**src/rtl/maze_pkg.sv**
```systemverilog
// maze_pkg: movement codes shared with the button-scan FSM, mover state type and default maze.
package maze_pkg;
    localparam logic [3:0] MV_LEFT    = 4'd1;
    localparam logic [3:0] MV_RIGHT   = 4'd2;
    localparam logic [3:0] MV_UP      = 4'd3;
    localparam logic [3:0] MV_DOWN    = 4'd4;
    localparam logic [3:0] MV_LOSTWON = 4'd9;
    typedef enum logic [1:0] {PLAY, WIN, LOSE} mover_state_t;
    // 8x8 maze, byte r is row r, bit c is column c; (0,0) and (7,7) are open.
    localparam logic [63:0] DEFAULT_WALLS = 64'h0076_1454_5410_6E00;
endpackage

```
**src/rtl/maze_wall_rom.sv**
```systemverilog
// maze_wall_rom: combinational wall lookup; row/col carry one extra bit and out-of-range reads as wall.
module maze_wall_rom #(
    parameter int ROWS = 8,
    parameter int COLS = 8,
    parameter logic [ROWS*COLS-1:0] WALLS = '0
) (
    input  logic [$clog2(ROWS):0] row,
    input  logic [$clog2(COLS):0] col,
    output logic                  wall
);
    localparam int RW = $clog2(ROWS);
    localparam int CW = $clog2(COLS);
    localparam int AW = $clog2(ROWS*COLS);
    localparam int IW = AW + 2;
    localparam logic [RW:0] R_LIM = (RW+1)'(ROWS);
    localparam logic [CW:0] C_LIM = (CW+1)'(COLS);
    logic [IW-1:0] idx;
    always_comb begin
        idx  = IW'(row) * IW'(COLS) + IW'(col);
        wall = (row < R_LIM && col < C_LIM) ? WALLS[idx[AW-1:0]] : 1'b1;
    end
endmodule

```
**src/rtl/maze_mover.sv**
```systemverilog
// maze_mover: player position, step/win/loss tracking and flag look-ahead for the movement FSM.
// Ports: clk, rst (sync, active-high); movement (FSM code); flag (combinational terminal look-ahead);
// pos_row/pos_col, move_count (saturating), game_over, won (registered status).
// Optional: define MAZE_MOVE_LIMIT_EN to lose when the MAX_MOVES-th step misses the goal.
module maze_mover
    import maze_pkg::*;
#(
    parameter int ROWS      = 8,
    parameter int COLS      = 8,
    parameter int START_R   = 0,
    parameter int START_C   = 0,
    parameter int GOAL_R    = 7,
    parameter int GOAL_C    = 7,
    parameter logic [ROWS*COLS-1:0] WALLS = DEFAULT_WALLS,
    parameter int MAX_MOVES = 64
) (
    input  logic                    clk,
    input  logic                    rst,
    input  logic [3:0]              movement,
    output logic                    flag,
    output logic [$clog2(ROWS)-1:0] pos_row,
    output logic [$clog2(COLS)-1:0] pos_col,
    output logic [15:0]             move_count,
    output logic                    game_over,
    output logic                    won
);
    localparam int RW = $clog2(ROWS);
    localparam int CW = $clog2(COLS);
    localparam logic [RW:0] R1 = (RW+1)'(1);
    localparam logic [CW:0] C1 = (CW+1)'(1);
    localparam logic [RW:0] GR = (RW+1)'(GOAL_R);
    localparam logic [CW:0] GC = (CW+1)'(GOAL_C);
    mover_state_t st;
    logic [RW:0] tr;
    logic [CW:0] tc;
    logic mv, wall, goal, lim, lose;
    logic [15:0] cnt_n;
    // Target uses an extra bit: -1 wraps to all-ones, so it is >= ROWS/COLS and the ROM reports it as a wall.
    maze_wall_rom #(.ROWS(ROWS), .COLS(COLS), .WALLS(WALLS)) u_rom (
        .row(tr),
        .col(tc),
        .wall(wall)
    );
    always_comb begin
        mv    = st == PLAY && (movement == MV_LEFT || movement == MV_RIGHT ||
                               movement == MV_UP   || movement == MV_DOWN);
        tr    = movement == MV_UP   ? {1'b0, pos_row} - R1 :
                movement == MV_DOWN ? {1'b0, pos_row} + R1 : {1'b0, pos_row};
        tc    = movement == MV_LEFT  ? {1'b0, pos_col} - C1 :
                movement == MV_RIGHT ? {1'b0, pos_col} + C1 : {1'b0, pos_col};
        goal  = !wall && tr == GR && tc == GC;
        cnt_n = &move_count ? move_count : move_count + 16'd1;
`ifdef MAZE_MOVE_LIMIT_EN
        lim   = {1'b0, move_count} + 17'd1 == 17'(MAX_MOVES);
`else
        lim   = 1'b0;
`endif
        lose  = wall || (lim && !goal);
    end
    assign game_over = st != PLAY;
    assign won       = st == WIN;
    assign flag      = game_over || (mv && (lose || goal));
    always_ff @(posedge clk) begin
        if (rst) begin
            st         <= PLAY;
            pos_row    <= RW'(START_R);
            pos_col    <= CW'(START_C);
            move_count <= '0;
        end else if (mv) begin
            move_count <= cnt_n;
            st         <= goal ? WIN : lose ? LOSE : PLAY;
            if (!lose) begin
                pos_row <= tr[RW-1:0];
                pos_col <= tc[CW-1:0];
            end
        end
    end
endmodule

```
**config.mk**
```make
export PLATFORM = sky130hd
export DESIGN_NAME = maze_mover
export DESIGN_NICKNAME = d
export VERILOG_FILES = /design/src/rtl/maze_pkg.sv /design/src/rtl/maze_wall_rom.sv /design/src/rtl/maze_mover.sv
export SDC_FILE = /design/constraint.sdc
export NUM_CORES = 1
export LEC_CHECK = 0
export ABC_AREA = 1
export CAP_MARGIN = 5
export CORE_ASPECT_RATIO = 1.4
export CORE_MARGIN = 2
export CORE_UTILIZATION = 45
export DETAILED_ROUTE_END_ITERATION = 10
export GPL_ROUTABILITY_DRIVEN = 0
export MAX_ROUTING_LAYER = met4
export PLACE_DENSITY_LB_ADDON = 0.05
export RECOVER_POWER = 100
export SYNTH_ARGS = -nofsm -noshare
export SYNTH_HDL_FRONTEND = slang
export SYNTH_SLANG_ARGS = --single-unit
```
**constraint.sdc**
```tcl
create_clock -name clk -period 5.4 [get_ports clk]
set_input_delay 1.35 -clock clk [delete_from_list [all_inputs] [get_ports clk]]
set_output_delay 1.35 -clock clk [all_outputs]
set_load 0.03 [all_outputs]
```
==> results.cfg, run 1 <==
[status]
status = completed

[setup_path]
cp_top_family = simple AND/OR/NAND/NOR gates
required_ns = 4.05
path_buf_inv = 3
critPathCaptureType = output port
slowest_delay_ns = 0.49
start_kind = input port
crit_type = in -> out
path_cells = clkdlybuf4s50_1, nor2_4, nand3_4, a31oi_2, a21oi_2, ha_1, ha_1, inv_1, nor2_1, nand3_1, nand3_2, nand2_4, nand3_4, nand2_1, nand3_1, buf_4
r2r-start = pos_row[0]
cp.arrival_ns = 3.77
crit_start = movement[2]
critical_path.slowest_cell = clkdlybuf4s50_1
worstPathMaxFanout = 10

[min_path]
hp-class = reg -> reg
min_from = move_count[6]

[yosys]
synth-edff-count = 0
yosysTopAreaCell = dfxtp_1
synth_top_area_share_pct = 26.0
synth_most_common_cell = nand2_1
ys_top_cells_by_count = nand2_1 (68), inv_1 (38), nor2_1 (31)
syn-cell-area_mm2 = 0.00185
syn-mean-instance-area_um2 = 6.77
synth_fp_nets = 290
yosysSeqAreaShare_pct = 26.0
ys_ff_latch = 24
synthTopCellsByArea = dfxtp_1 (26%), nand2_1 (14%), inv_1 (7.7%)
syn_inst = 273
synth.distinct_cells = 35
yosys_warnings = 0
async_flop_share_pct = 0
synth_ff_type = dfxtp_1

[routing]
dr.pass1.iters = 4
via_per_inst = 5.02
dr_total_vias = 1762
wirelength_um = 3960
antenna_left = 0
routedWlPerCell_um = 11.3
route.detailed.drc = 0
dr.first_iter.drc_count = 46

[sta]
tightest_slew_ns = 0.505
period_share_pct = 94.8
min_period_ns = 5.12
fin_tns_setup_ns = 0
hold-worst-slack_ns = 0.464
skew_ns = 0.00718
rsz0062_at_grt = false
setup_ws_ns = 0.281
timing.fmax_ghz = 0.195
slew_headroom_pct = 66.3
slew_violations = 0
finalHoldViolCount = 0
setup_viol = 0

[power_and_ir_drop]
power.leakage_nw = 1.06
irDropWorstVdd_uv = 202
power_density_mw_per_mm2 = 224

[floorplanning]
rows = 27
die_area_mm2 = 0.00465
boundaryPins = 31
chipHeight_um = 79.9
die_w_um = 58.2
core_area_mm2 = 0.00395
initial_core_util_pct = 46.8

[global_routing]
grt_pass1_vias = 1628
grt_antenna_before_repair = 0
grt_pass1_wl_um = 6900
grt_max_degree = 17
grt.total_usage_pct = 19.4
grt_overflow = 0

[clock_network]
cts_buffer_depth = 2
cts_buffers = 3
clock_latency_ns = 0.27
cts_sinks = 24
cts_tree = yes
clk_pin_slew_ns = 0.08
cts_hold_buf = 0
cts-htree-levels = 1
cts_root_buffer = clkbuf_8

[finish]
area_growth_pct = 20.2
drive_gt1_share_pct = 10.4
antenna_cells = 0
fin_nets = 326
final_util_pct = 56.3

[placement]
port_buffers = 30
post-dp-hpwl_um = 3170
place_ws_ns = 0.207

[run]
drv_cap = 0
[per-layer routing]
metal | global-route usage [%] | up-vias | share of wire [%]
met1 | 20.8 | 785 | 42
li1 | - | 951 | -
met5 | - | - | 0
met2 | 36.3 | 20 | 54
met3 | 2.43 | 6 | 2.0
met4 | 5.58 | 0 | 2.0
[worst paths after layout]
path / cells past startpoint / to / slack, ns
worst max-delay path: 16 / flag / 0.28
worst max register to register: 13 / pos_col[1] / 2.71
worst min-delay path: 2 / move_count[6] / 0.46
worst min register to register: 2 / move_count[6] / 0.46
[repair_timing]
| action | CTS | global route |
|---|---|---|
| setup endpoints to repair | 0 | 1 |
| buffers inserted | 0 | 1 |
| gates resized for setup | 0 | 2 |
[power by group]
group / total, mW / internal, mW / switching [mW]
combinational: 0.180 / 0.0656 / 0.115
clock: 0.122 / 0.0651 / 0.0569
sequential: 0.196 / 0.186 / 0.0106
total: 0.498 / 0.316 / 0.182
[registers in the layout, summed over array words and instances (netlist names)]
signal,cells
move_count,16
pos_col,3
st,2
pos_row,3
[layout by cell type (no fill, tap or decap), types with 5 or more instances in the layout]
cell,n
nand2_1,70
inv_1,39
nand3_1,13
dfxtp_1,24
dlygate4sd3_1,24
o21ai_0,11
a21oi_1,13
clkdlybuf4s50_1,5
nand3_2,8
nor3_1,5
ha_1,11
nor2_1,35
nand4_1,10
[final cells by class]
class                      count  area, µm²
clock buffer                   4       55.1
fill                         422       1730
inverter                      42        159
multi-input combinational    204       1150
sequential                    24        480
tap                           43       53.8
timing repair buffer          34        328
[stage by stage]
step | power, mW | instance area (µm²) | instances
4_1_cts | 0.514 | 2270 | 350
3_5_place_dp | 0.391 | 2210 | 346
3_3_place_gp | 0.390 | 2210 | 346
2_1_floorplan | 0.338 | 1850 | 273
5_1_grt | 0.536 | 2220 | 351
6_report | 0.498 | 2220 | 351
[cell families (layout without fill, tap and decap cells)]
logic type	Yosys count	after routing	synth area share, %
AO/OA/AOI/OAI	32	32	9.34
XOR/XNOR	5	5	2.37
adder cells (fa/ha/maj)	11	11	7.44
buffers and inverters	45	80	9.27
flip-flops	24	24	26.0
multiplexers	1	1	0.541
AND/OR/NAND/NOR	155	155	45.1
[tightest hold or removal path, stage by stage, from the launching register on]
cell	delay, ns
dfxtp_1	0.33
inv_1	0.05
a21oi_1	0.05
No activity file was read; power rests on OpenSTA's default activity.
==> inputs of run 2 (changes only) <==
Settings changed: CELL_PAD_IN_SITES_DETAIL_PLACEMENT from default to 0, CELL_PAD_IN_SITES_GLOBAL_PLACEMENT from default to 2, CORE_UTILIZATION 45 to 31, TNS_END_PERCENT from default to 20.
Clock period 5.4 ns to 6.3 ns, I/O delays scaled along.
==> run 2 against run 1 <==
Against the previous run: non-clock buffer count decreased by 1; largest cell class unchanged; largest power group unchanged; highest routed layer unchanged; count of clock-buffer cells in the layout unchanged; combinational power decreased by 17%.
==> results.cfg, run 2 (same netlist as run 1, synthesis figures left out) <==
[run]
drv_cap = 0

[finish]
reg.largest.list = move_count (16), pos_col (3), pos_row (3)
final_util_pct = 38.1
drive_gt1_share_pct = 7.82
top_register = move_count
fin_nets = 325
nFillCells = 665
area_growth_pct = 19.9
largest_reg_flops = 16
antenna_cells = 0
final_common_cell = nand2_1
final_cell_mix = nand2_1 (70), inv_1 (39), nor2_1 (35), dlygate4sd3_1 (25), dfxtp_1 (24)

[routing]
dr.pass1.iters = 4
routedWlPerCell_um = 12.2
dr_total_vias = 1756
antenna_left = 0
route.detailed.drc = 0
wirelength_um = 4620
via_per_inst = 4.66
dr.first_iter.drc_count = 45

[power_and_ir_drop]
p_int_mw = 0.268
irDropWorstVdd_uv = 79.2
p_sw_mw = 0.157
power_frac_seq_pct = 39.7
combPwrFrac_pct = 35.4
power_density_mw_per_mm2 = 192
clock_power_share_pct = 25.0
power.leakage_nw = 1.05
swShare_pct = 37.0

[clock_network]
clock_latency_ns = 0.27
cts_tree = yes
cts_root_buffer = clkbuf_8
clk_pin_slew_ns = 0.09
cts_buffer_depth = 2
cts-htree-levels = 1
cts_sinks = 24
cts_buffers = 3

[floorplanning]
boundaryPins = 31
chipHeight_um = 95.4
die_area_mm2 = 0.00661
die_w_um = 69.3
rows = 33
core_area_mm2 = 0.00582
initial_core_util_pct = 31.8

[setup_path]
cp.arrival_ns = 4.30
crit_top_cell = nand3_1
r2r-start = pos_col[0]
ff2ff_path_depth = 14
reg2reg_to = pos_col[1]
crit_start = movement[0]
critPathCaptureType = output port
slowest_delay_ns = 0.69
crit_type = in -> out
required_ns = 4.72
r2r_slack_ns = 3.64
path_cells = dlygate4sd3_1, inv_1, nand4_1, clkbuf_1, nand2_1, o21ai_0, mux2i_1, ha_1, inv_1, nor2_1, nand3_1, nand3_2, nand2_4, nand3_1, nand2_1, nand3_1, dlymetal6s2s_1
worstPathMaxFanout = 5
critical_path.slowest_cell = dlygate4sd3_1
start_kind = input port

[placement]
post-dp-hpwl_um = 3760
port_buffers = 30
place_ws_ns = 0.147

[sta]
period_share_pct = 93.2
setup_ws_ns = 0.426
skew_ns = 0.00226
finalHoldViolCount = 0
slew_violations = 0
setup_viol = 0
min_period_ns = 5.87
tightest_slew_ns = 0.526
slew_headroom_pct = 64.9
hold-worst-slack_ns = 0.466
timing.fmax_ghz = 0.170
fin_tns_setup_ns = 0
rsz0062_at_grt = false

[min_path]
holdPathStages = 2
min_from = move_count[6]
hp-class = reg -> reg
hold_end = move_count[6]

[global_routing]
grt_max_degree = 17
grt_pass1_vias = 1780
grt_busiest_layer = met2
grt_pass1_wl_um = 7840
grt_use_met2_pct = 30.2
grt.total_usage_pct = 15.2
grt_antenna_before_repair = 0
use_met3_pct = 1.48
use_met1_pct = 15.1
grt_overflow = 0

[status]
status = completed
## run 2: cell type report
class	instances	area, µm²	share of cell area (%)
inverter	42	159	7.17
timing repair buffer	33	322	14.5
multi-input combinational	204	1110	50.2
sequential	24	480	21.7
clock buffer	4	55.1	2.48
tap	70	87.6	3.95
## run 2: what timing repair did
action | 4_1_cts | 5_1_grt
hold buffers | 0 | 0
setup endpoints to repair | 0 | 1
gates resized for setup | 0 | 1
setup buffers | 0 | 0
## run 2: how the worst max path moves through the flow
stage,end,slack [ns],depth (start not counted)
finish,flag,0.43,17
global route,flag,0.17,15
CTS,flag,0.14,16
detailed placement,flag,0.15,16
global placement,flag,0.17,16
floorplan,flag,1.29,13
## run 2: critical path: cells and delay by family
| family | cells | cell delay, ns |
|---|---|---|
| compound gates | 1 | 0.08 |
| fa+ha+maj | 1 | 0.35 |
| buf+inv | 5 | 1.33 |
| mux | 1 | 0.13 |
| simple gates | 9 | 0.85 |
## run 2: stage by stage
step / std cells / cell area (µm²) / total power, mW
2_1_floorplan: 273 / 1850 / 0.290
3_3_place_gp: 373 / 2250 / 0.339
3_5_place_dp: 373 / 2250 / 0.338
4_1_cts: 377 / 2300 / 0.447
5_1_grt: 377 / 2220 / 0.460
6_report: 377 / 2220 / 0.425
## run 2: power groups by stage
stage / sequential, mW / combinational [mW] / clock [mW]
floorplan: 0.183 / 0.106 / 0
global placement: 0.173 / 0.166 / 0
detailed placement: 0.173 / 0.165 / 0
CTS: 0.170 / 0.165 / 0.112
global route: 0.171 / 0.170 / 0.119
finish: 0.169 / 0.150 / 0.106
## run 2: per-layer routing
metal,share of wire [%],routed length (µm),vias to the layer above
met5,0,0,-
met2,54,2490,19
met3,2.1,95,7
met1,42,1920,779
li1,-,-,951
met4,2.4,112,0
